## config.mk

```make
export PLATFORM = sky130hd
export DESIGN_NAME = frankie_io_tx
export DESIGN_NICKNAME = d
export VERILOG_FILES = /design/src/rtl/frankie_io_pkg.sv /design/src/rtl/frankie_io_fifo.sv /design/src/rtl/frankie_io_tx.sv
export SDC_FILE = /design/constraint.sdc
export NUM_CORES = 1
export LEC_CHECK = 0
export ABC_AREA = 1
export ABC_CLOCK_PERIOD_IN_PS = 2530
export CAP_MARGIN = 20
export CORE_MARGIN = 2
export CORE_UTILIZATION = 50
export DETAILED_ROUTE_END_ITERATION = 8
export GPL_ROUTABILITY_DRIVEN = 1
export PLACE_DENSITY_LB_ADDON = 0.15
export SYNTH_ARGS = -nofsm -noshare
export SYNTH_HDL_FRONTEND = slang
export SYNTH_SLANG_ARGS = --single-unit
```

## constraint.sdc

```tcl
create_clock -name clock -period 2.53 [get_ports clock]
set_input_delay 0.6325 -clock clock [delete_from_list [all_inputs] [get_ports clock]]
set_output_delay 0.6325 -clock clock [all_outputs]
set_load 0.1 [all_outputs]
```

## src/rtl/frankie_io_pkg.sv

```systemverilog
// Shared constants and the serialiser FSM state encoding for the Frankie I/O transmitter.
// The PARITY state is always enumerated; it is only reachable when FRANKIE_IO_TX_PARITY_EN is defined.
package frankie_io_pkg;

    localparam int DATA_W    = 16;
    localparam int BYTE_W    = 8;
    localparam int STOP_BITS = 1;

    typedef enum logic [2:0] {
        IDLE,
        START,
        DATA,
        PARITY,
        STOP
    } state_t;

endpackage

```

## src/rtl/frankie_io_fifo.sv

```systemverilog
// Word queue between the io_out change detector and the serialiser.
// Head word is presented combinationally on dout; a push while full is accepted only with a same-edge pop.
module frankie_io_fifo #(
    parameter int FIFO_DEPTH = 4,
    parameter int DATA_W     = 16
) (
    input  logic              clock,
    input  logic              reset,
    input  logic              push,
    input  logic              pop,
    input  logic [DATA_W-1:0] din,
    output logic [DATA_W-1:0] dout,
    output logic              empty,
    output logic              full
);

    localparam int PTR_W = (FIFO_DEPTH > 1) ? $clog2(FIFO_DEPTH) : 1;
    localparam int CNT_W = PTR_W + 1;

    logic [DATA_W-1:0] mem [FIFO_DEPTH];
    logic [PTR_W-1:0]  wr_ptr;
    logic [PTR_W-1:0]  rd_ptr;
    logic [CNT_W-1:0]  count;
    logic              do_push;
    logic              do_pop;

    assign empty   = (count == '0);
    assign full    = (count == CNT_W'(FIFO_DEPTH));
    assign do_pop  = pop && !empty;
    assign do_push = push && (!full || do_pop);
    assign dout    = mem[rd_ptr];

    // Power-of-two depth lets the pointers wrap by natural overflow.
    always_ff @(posedge clock or negedge reset) begin
        if (!reset) begin
            wr_ptr <= '0;
            rd_ptr <= '0;
            count  <= '0;
        end else begin
            if (do_push) begin
                wr_ptr <= wr_ptr + PTR_W'(1);
            end
            if (do_pop) begin
                rd_ptr <= rd_ptr + PTR_W'(1);
            end
            case ({do_push, do_pop})
                2'b10:   count <= count + CNT_W'(1);
                2'b01:   count <= count - CNT_W'(1);
                default: count <= count;
            endcase
        end
    end

    always_ff @(posedge clock) begin
        if (do_push) begin
            mem[wr_ptr] <= din;
        end
    end

endmodule

```

## src/rtl/frankie_io_tx.sv

```systemverilog
// Captures every change on the CPU io_out port into a FIFO and sends each word as two UART bytes, low byte first.
// Optional even parity bit per byte when FRANKIE_IO_TX_PARITY_EN is defined (8E1 instead of 8N1).
module frankie_io_tx
    import frankie_io_pkg::*;
#(
    parameter int CLKS_PER_BIT = 4,
    parameter int FIFO_DEPTH   = 4
) (
    input  logic              clock,
    input  logic              reset,
    input  logic [DATA_W-1:0] io_out,
    output logic              tx,
    output logic              busy,
    output logic              fifo_full,
    output logic              overflow
);

    localparam int CNT_W = (CLKS_PER_BIT > 1) ? $clog2(CLKS_PER_BIT) : 1;
    localparam int IDX_W = $clog2(BYTE_W);
    localparam logic [CNT_W-1:0] LAST_CNT = CNT_W'(CLKS_PER_BIT - 1);
    localparam logic [IDX_W-1:0] LAST_IDX = IDX_W'(BYTE_W - 1);

    state_t             state;
    state_t             state_nx;
    logic [CNT_W-1:0]   cnt;
    logic [CNT_W-1:0]   cnt_nx;
    logic [IDX_W-1:0]   idx;
    logic [IDX_W-1:0]   idx_nx;
    logic               sel;
    logic               sel_nx;
    logic [DATA_W-1:0]  shreg;
    logic [DATA_W-1:0]  shreg_nx;
    logic [DATA_W-1:0]  prev;
    logic [BYTE_W-1:0]  cur_byte;
    logic [DATA_W-1:0]  fifo_dout;
    logic               fifo_empty;
    logic               push_req;
    logic               pop;
    logic               tick;

    assign push_req = (io_out != prev);
    assign cur_byte = sel ? shreg[DATA_W-1:BYTE_W] : shreg[BYTE_W-1:0];
    assign tick     = (cnt == LAST_CNT);
    assign busy     = (state != IDLE) || !fifo_empty;

    frankie_io_fifo #(
        .FIFO_DEPTH (FIFO_DEPTH),
        .DATA_W     (DATA_W)
    ) u_fifo (
        .clock (clock),
        .reset (reset),
        .push  (push_req),
        .pop   (pop),
        .din   (io_out),
        .dout  (fifo_dout),
        .empty (fifo_empty),
        .full  (fifo_full)
    );

    // prev follows io_out unconditionally, so a dropped word is never retried.
    always_ff @(posedge clock or negedge reset) begin
        if (!reset) begin
            state    <= IDLE;
            cnt      <= '0;
            idx      <= '0;
            sel      <= 1'b0;
            prev     <= '0;
            overflow <= 1'b0;
        end else begin
            state    <= state_nx;
            cnt      <= cnt_nx;
            idx      <= idx_nx;
            sel      <= sel_nx;
            prev     <= io_out;
            overflow <= overflow || (push_req && fifo_full && !pop);
        end
    end

    always_ff @(posedge clock) begin
        shreg <= shreg_nx;
    end

    always_comb begin
        state_nx = state;
        cnt_nx   = tick ? '0 : cnt + CNT_W'(1);
        idx_nx   = idx;
        sel_nx   = sel;
        shreg_nx = shreg;
        pop      = 1'b0;
        tx       = 1'b1;
        case (state)
            IDLE: begin
                cnt_nx = '0;
                if (!fifo_empty) begin
                    pop      = 1'b1;
                    shreg_nx = fifo_dout;
                    sel_nx   = 1'b0;
                    state_nx = START;
                end
            end
            START: begin
                tx = 1'b0;
                if (tick) begin
                    idx_nx   = '0;
                    state_nx = DATA;
                end
            end
            DATA: begin
                tx = cur_byte[idx];
                if (tick) begin
                    if (idx == LAST_IDX) begin
`ifdef FRANKIE_IO_TX_PARITY_EN
                        state_nx = PARITY;
`else
                        state_nx = STOP;
`endif
                    end else begin
                        idx_nx = idx + IDX_W'(1);
                    end
                end
            end
`ifdef FRANKIE_IO_TX_PARITY_EN
            PARITY: begin
                tx = ^cur_byte;
                if (tick) begin
                    state_nx = STOP;
                end
            end
`endif
            STOP: begin
                tx = 1'b1;
                if (tick) begin
                    // Queued words follow straight from the stop bit with no idle gap.
                    if (!sel) begin
                        sel_nx   = 1'b1;
                        state_nx = START;
                    end else if (!fifo_empty) begin
                        pop      = 1'b1;
                        shreg_nx = fifo_dout;
                        sel_nx   = 1'b0;
                        state_nx = START;
                    end else begin
                        state_nx = IDLE;
                    end
                end
            end
            default: begin
                state_nx = IDLE;
            end
        endcase
    end

endmodule

```

== Word-level counts from Yosys, hierarchy flattened ==
Memories as Yosys holds them, arrays and structs flattened.
Cells that the tools add are included.
Storage, ports and cells
  word-level logic and storage cells: 88
  bits in writable memories: 64
  input bits: 18
  register bits after elaboration: 49
  memories kept: 1
Cells by class
  order comparisons: 1
  eq/ne operators: 16
  reduce and logical (&&, ||, !) cells: 20
  muxes and demuxes: 34
  $add $sub $neg: 6
Memory list
  u_fifo.mem: words 4, bits a word 16, read ports 1, clocked after Yosys merged registers in 0, write ports 1, RTL line frankie_io_fifo.sv:20  | logic [DATA_W-1:0] mem [FIFO_DEPTH];
Operators by type and width (count)
  two-way mux 16 bit: 3
  one-hot mux 16 bit (2 select lines): 1
  two-way mux 3 bit: 8
  != test 16 bit: 1
  != test 2 bit (second input constant): 7
  two-way mux 1 bit: 12
  one-hot mux 3 bit (2 select lines): 2
  one-hot mux 3 bit (4 select lines): 1
  == test 3 bit (second input constant): 3
  two-way mux 8 bit: 1
  adder 2 x 1 -> 2 bit (second input constant): 3
  adder 3 x 1 -> 3 bit (second input constant): 2
  logical NOT 3 bit: 2
  one-hot mux 1 bit (2 select lines): 3
  AND reduction 3 bit: 2
  nonzero test 2 bit: 3
  AND reduction 5 bit: 1
  == test 2 bit (second input constant): 2
  logical AND 1 bit: 4
  less-than comparator 3 x 4 -> 1 bit (second input constant): 1
  two-way mux 2 bit: 2
  AND reduction 4 bit: 1
  binary-select mux 1 bit (select 3 bit): 1
  == test 3 x 1 -> 1 bit (second input constant): 1
  6 further kinds: 10

== Logic depth before layout (Yosys ltp) ==
  depth after elaboration: 10
  gate-level depth with buffers: 14

== Cells and area by module ==
A second synthesis with hierarchy kept.
Unflattened totals
  cells, all modules: 382
  area total of the unflattened synthesis: 4610.7 µm²
Modules (own cells, without submodules)
  frankie_io_fifo: cells an instance 209, seq. area each 2097.0 µm², area an instance 2816.5 µm², instances 1
  frankie_io_tx: cells an instance 173, seq. area each 1131.1 µm², area an instance 1794.2 µm², instances 1

== Least setup slack after synthesis ==
Ideal clock, no wire load.
  path type: reg2reg
  start: register u_fifo.count[1]
  end: register u_fifo.count[2]
  arrival time: 2.986 ns
  setup time: 0.131 ns
  path buffers: 0
  cell stages (with the launch flop): 10
  path slack: -0.587 ns
  cell sequence: dfrtp_1 > nor3_2 > nand2_4 > nand2_4 > ha_1 > inv_1 > fa_1 > a21oi_1 > o21ai_0 > xor2_1
Between the ends
  elaborated cells between the ends (all ways): 17
  classes of those cells: add/sub: 2; eq/ne: 3; mux: 5; reduce/logical: 7
RTL lines
  start, declared: RTL line frankie_io_fifo.sv:23  | logic [CNT_W-1:0] count;
  start signal, assigned: RTL line frankie_io_fifo.sv:47  | 2'b10: count <= count + CNT_W'(1);
  start signal, assigned: RTL line frankie_io_fifo.sv:48  | 2'b01: count <= count - CNT_W'(1);
  start signal, assigned: RTL line frankie_io_fifo.sv:49  | default: count <= count;
  == test 3 bit *: RTL line frankie_io_fifo.sv:28  | assign full = (count == CNT_W'(FIFO_DEPTH));
  named net fifo_full: RTL line frankie_io_tx.sv:14  | output logic fifo_full,
  logical NOT 1 bit *: RTL line frankie_io_fifo.sv:30  | assign do_push = push && (!full || do_pop);
  logical OR 1 bit *: RTL line frankie_io_fifo.sv:30
  logical AND 1 bit *: RTL line frankie_io_fifo.sv:30
  == test 2 x 1 -> 1 bit or == test 2 bit (tied branches): RTL line frankie_io_fifo.sv:46  | case ({do_push, do_pop})
  one-hot mux 3 bit (2 select lines) or nonzero test 2 bit (tied branches)
The timed path passes the listed nets; every way through them passes the cells marked *.
A chain may end at the register's enable or synchronous reset.

== Final worst setup path ==
  start: register sel
  end: output port tx
Between the ends
  word-level cells in the longest chain between the ends: 4
Ends and longest elaborated chain
  start, declared: RTL line frankie_io_tx.sv:29  | logic sel;
  start signal, assigned: RTL line frankie_io_tx.sv:73  | sel <= sel_nx;
  two-way mux 8 bit: RTL line frankie_io_tx.sv:42  | assign cur_byte = sel ? shreg[DATA_W-1:BYTE_W] : shreg[BYTE_W-1:0];
  binary-select mux 1 bit (select 3 bit): RTL line frankie_io_tx.sv:109  | tx = cur_byte[idx];
  two-way mux 1 bit (not written as such): RTL line frankie_io_tx.sv:109
  one-hot mux 1 bit (2 select lines): RTL line frankie_io_tx.sv:91  | case (state)
  end, declared: RTL line frankie_io_tx.sv:12  | output logic tx,
Every way passes these cells. The select of a mux whose other input is x is not followed.

==> results.cfg <==
[outcome]
status = finished, final reports clean

[global_route]
track_usage_pct = 19.8
antenna_found_initial = 0
grt_max_degree = 34
grt_overflow = 0
grt_pass1_vias = 3113
grt_pass1_wl_mm = 14.8

[die]
start_util_pct = 51.5
die_y_um = 102
core_area_um2 = 9240
io_pins = 22
die_w_um = 102
fp-row-count = 35
die_area_um2 = 10300

[pwr]
seq_power_share_pct = 45.3
p_sw_share_pct = 28.0
power.switching_mw = 1.64
internal_power_mw = 4.22
ir_drop_mv = 0.588
p_comb_share_pct = 17.6
p_clk_share_pct = 37.1
p_per_area_nw_per_um2 = 984
p_leak_nw = 2.49

[cts]
worstSkewPairLatency_ns = 0.52
clkTransAtPathRegs_ns = 0.06
clockBufferDepth = 2
numClockSinks = 113
cts_tree = yes
root_buffer = clkbuf_8
h-tree-depth = 4
cts_buffers = 17

[route]
final_antenna_net_count = 0
viasPerCell = 4.93
drtIter0Drc = 170
drc = 0
post_drt_wl_per_cell_um = 14.3
route.met2.wl_mm = 4.52
top_layer_used = met4
wl_mm = 9.03
vias = 3109
wirelength_met1_mm = 3.96
dr_wl_met3_um = 407
firstDrtPassIters = 5

[synthesis]
synth-edff-count = 80
async_flop_share_pct = 29.2
synthMuxAreaShare_pct = 0
synthAdderAreaFrac_pct = 2.52
synth_top_flop_cell = edfxtp_1
ys_ff_latch = 113
ys_warn_count = 0
synthCells = 431
synth_nets = 458
yosysSeqAreaShare_pct = 67.9
syn_area_um2 = 4760
synth_cell_types = 26
synth_xor_area_share_pct = 0.552
synth_compound_area_share_pct = 7.08
synth_simple_gate_area_share_pct = 16.4
avgSynthCellArea_um2 = 11.0
synth_top_family_by_area = simple AND/OR/NAND/NOR gates

[cells_and_area]
fin_area_um2 = 5960
final_cell_mix = edfxtp_1, nand2_1, nor2_1
layout_commonest_cell = edfxtp_1
n_antenna_cell = 0
fin_cells = 631
syn2layout_area_growth_pct = 25.3
drive_gt1_share_pct = 20.9
final_net_count = 516

[place]
dp_hpwl_mm = 5.49
io_buffers = 21
gp_congestion = 0.760
placed_cells_incl_taps = 596
dpl_cell_area_um2 = 5350
dp_slack_ns = -0.411

[worst_setup_path]
cp.arrival_ns = 1.88
path_delay_family = simple AND/OR/NAND/NOR gates
worst_r2r_path_depth = 12
worstPathRequired_ns = 1.90
cp-end-kind = output pin
worstPathMaxFanout = 4
critPathBufInv = 2
cpPeakStageDelay_ns = 0.46
path_class = reg2out
cp_cell_sequence = buf_6, nor2_4, nor2_1, o21ai_1, nand3_1, nand3_1, nand2_1, nand2_2, nand2_2, buf_12
startpoint_type = flop
worst-path-stages = 10
crit_slowest_cell = dfrtp_2

[timing]
fin_crit_ns = 2.52
hold_viol = 0
fmax_ghz = 0.397
slew_violations = 0
layout_setup_ws_ns = 0.0129
tightest_slew_ns = 0.825
clock_skew_ns = 0.00807
grt_setup_unrepaired = yes
max_slew_margin_pct = 45.0
post-route-period-util_pct = 99.5
holdWs_ns = 0.214
finalSetupViolations = 0

[min_path]
hold_class = in2async

[job]
drv_cap = 0
-- routing by layer --
metal / vias up / GRT usage [%]
met5: - / 0
met4: 0 / 9.36
met3: 15 / 5.38
met2: 68 / 33.2
met1: 1471 / 23.7
li1: 1555 / -
-- repair_timing --
action                     CTS  global route
pin swaps                    0             7
gates resized for setup      3            12
hold buffers                 0             0
buffers inserted             1             2
setup endpoints to repair    1             2
-- final timing paths --
path,from,to,slack (ns)
worst max register to register,cnt[0],u_fifo.count[2],0.37
min in group clock,cnt[0],cnt[0],0.45
max in group asynchronous,reset,sel,1.74
worst max-delay path,sel,tx,0.01
worst min register to register,cnt[0],cnt[0],0.45
worst min-delay path,reset,prev[5],0.21
-- kinds of logic after synthesis --
kind of cell,after synthesis
XOR/XNOR,3
adder cells (fa/ha/maj),9
AND/OR/NAND/NOR,176
flip-flops,113
AO/OA/AOI/OAI,63
buffers and inverters,67
-- synthesized netlist by cell type (all sizes together), types with 2 or more instances --
library cell	instances	area, um2
nor2	72	288
o22ai	17	106
buf	3	27.5
o21ai	43	215
a21oi	3	15.0
xor2	2	17.5
inv	56	210
clkbuf	8	30.0
edfxtp	80	2400
nor3	5	41.3
nand3	15	87.6
ha	8	100
nand2	83	342
dfrtp	33	826
-- flip-flops by register name (all words and copies together), names as in the netlist --
name	cells
u_fifo.count	3
cnt	2
u_fifo.wr_ptr	2
u_fifo.rd_ptr	2
state	3
prev	16
idx	3
sel	1
u_fifo.mem	64
overflow	1
shreg	16
-- power groups by stage --
stage	logic, mW	clock network [mW]	registers (mW)
after floorplan	0.561	0	2.67
after global placement	1.03	0	2.67
after detailed placement	1.05	0	2.69
after CTS	1.05	2.20	2.66
after global routing	1.14	2.31	2.69
final	1.03	2.18	2.65
-- area by class of cell --
class                           instances  area [um2]
Clock buffer                           17         414
Fill cell                             743        3280
Sequential cell                       113        3230
Clock inverter                         15         136
Tap cell                              129         161
Timing Repair Buffer                   50         495
Inverter                               56         215
Multi-Input combinational cell        251        1310
-- per-stage QoR --
step | total power [mW] | utilization, % | setup TNS [ns]
after floorplan | 3.23 | - | -0.0109
after global placement | 3.71 | 57.9 | -3.20
after detailed placement | 3.74 | 57.9 | -4.91
after CTS | 5.91 | 63.9 | 0
after global routing | 6.14 | 64.5 | -0.0927
final | 5.86 | 64.5 | 0
Power figures use the tool's default switching activity.
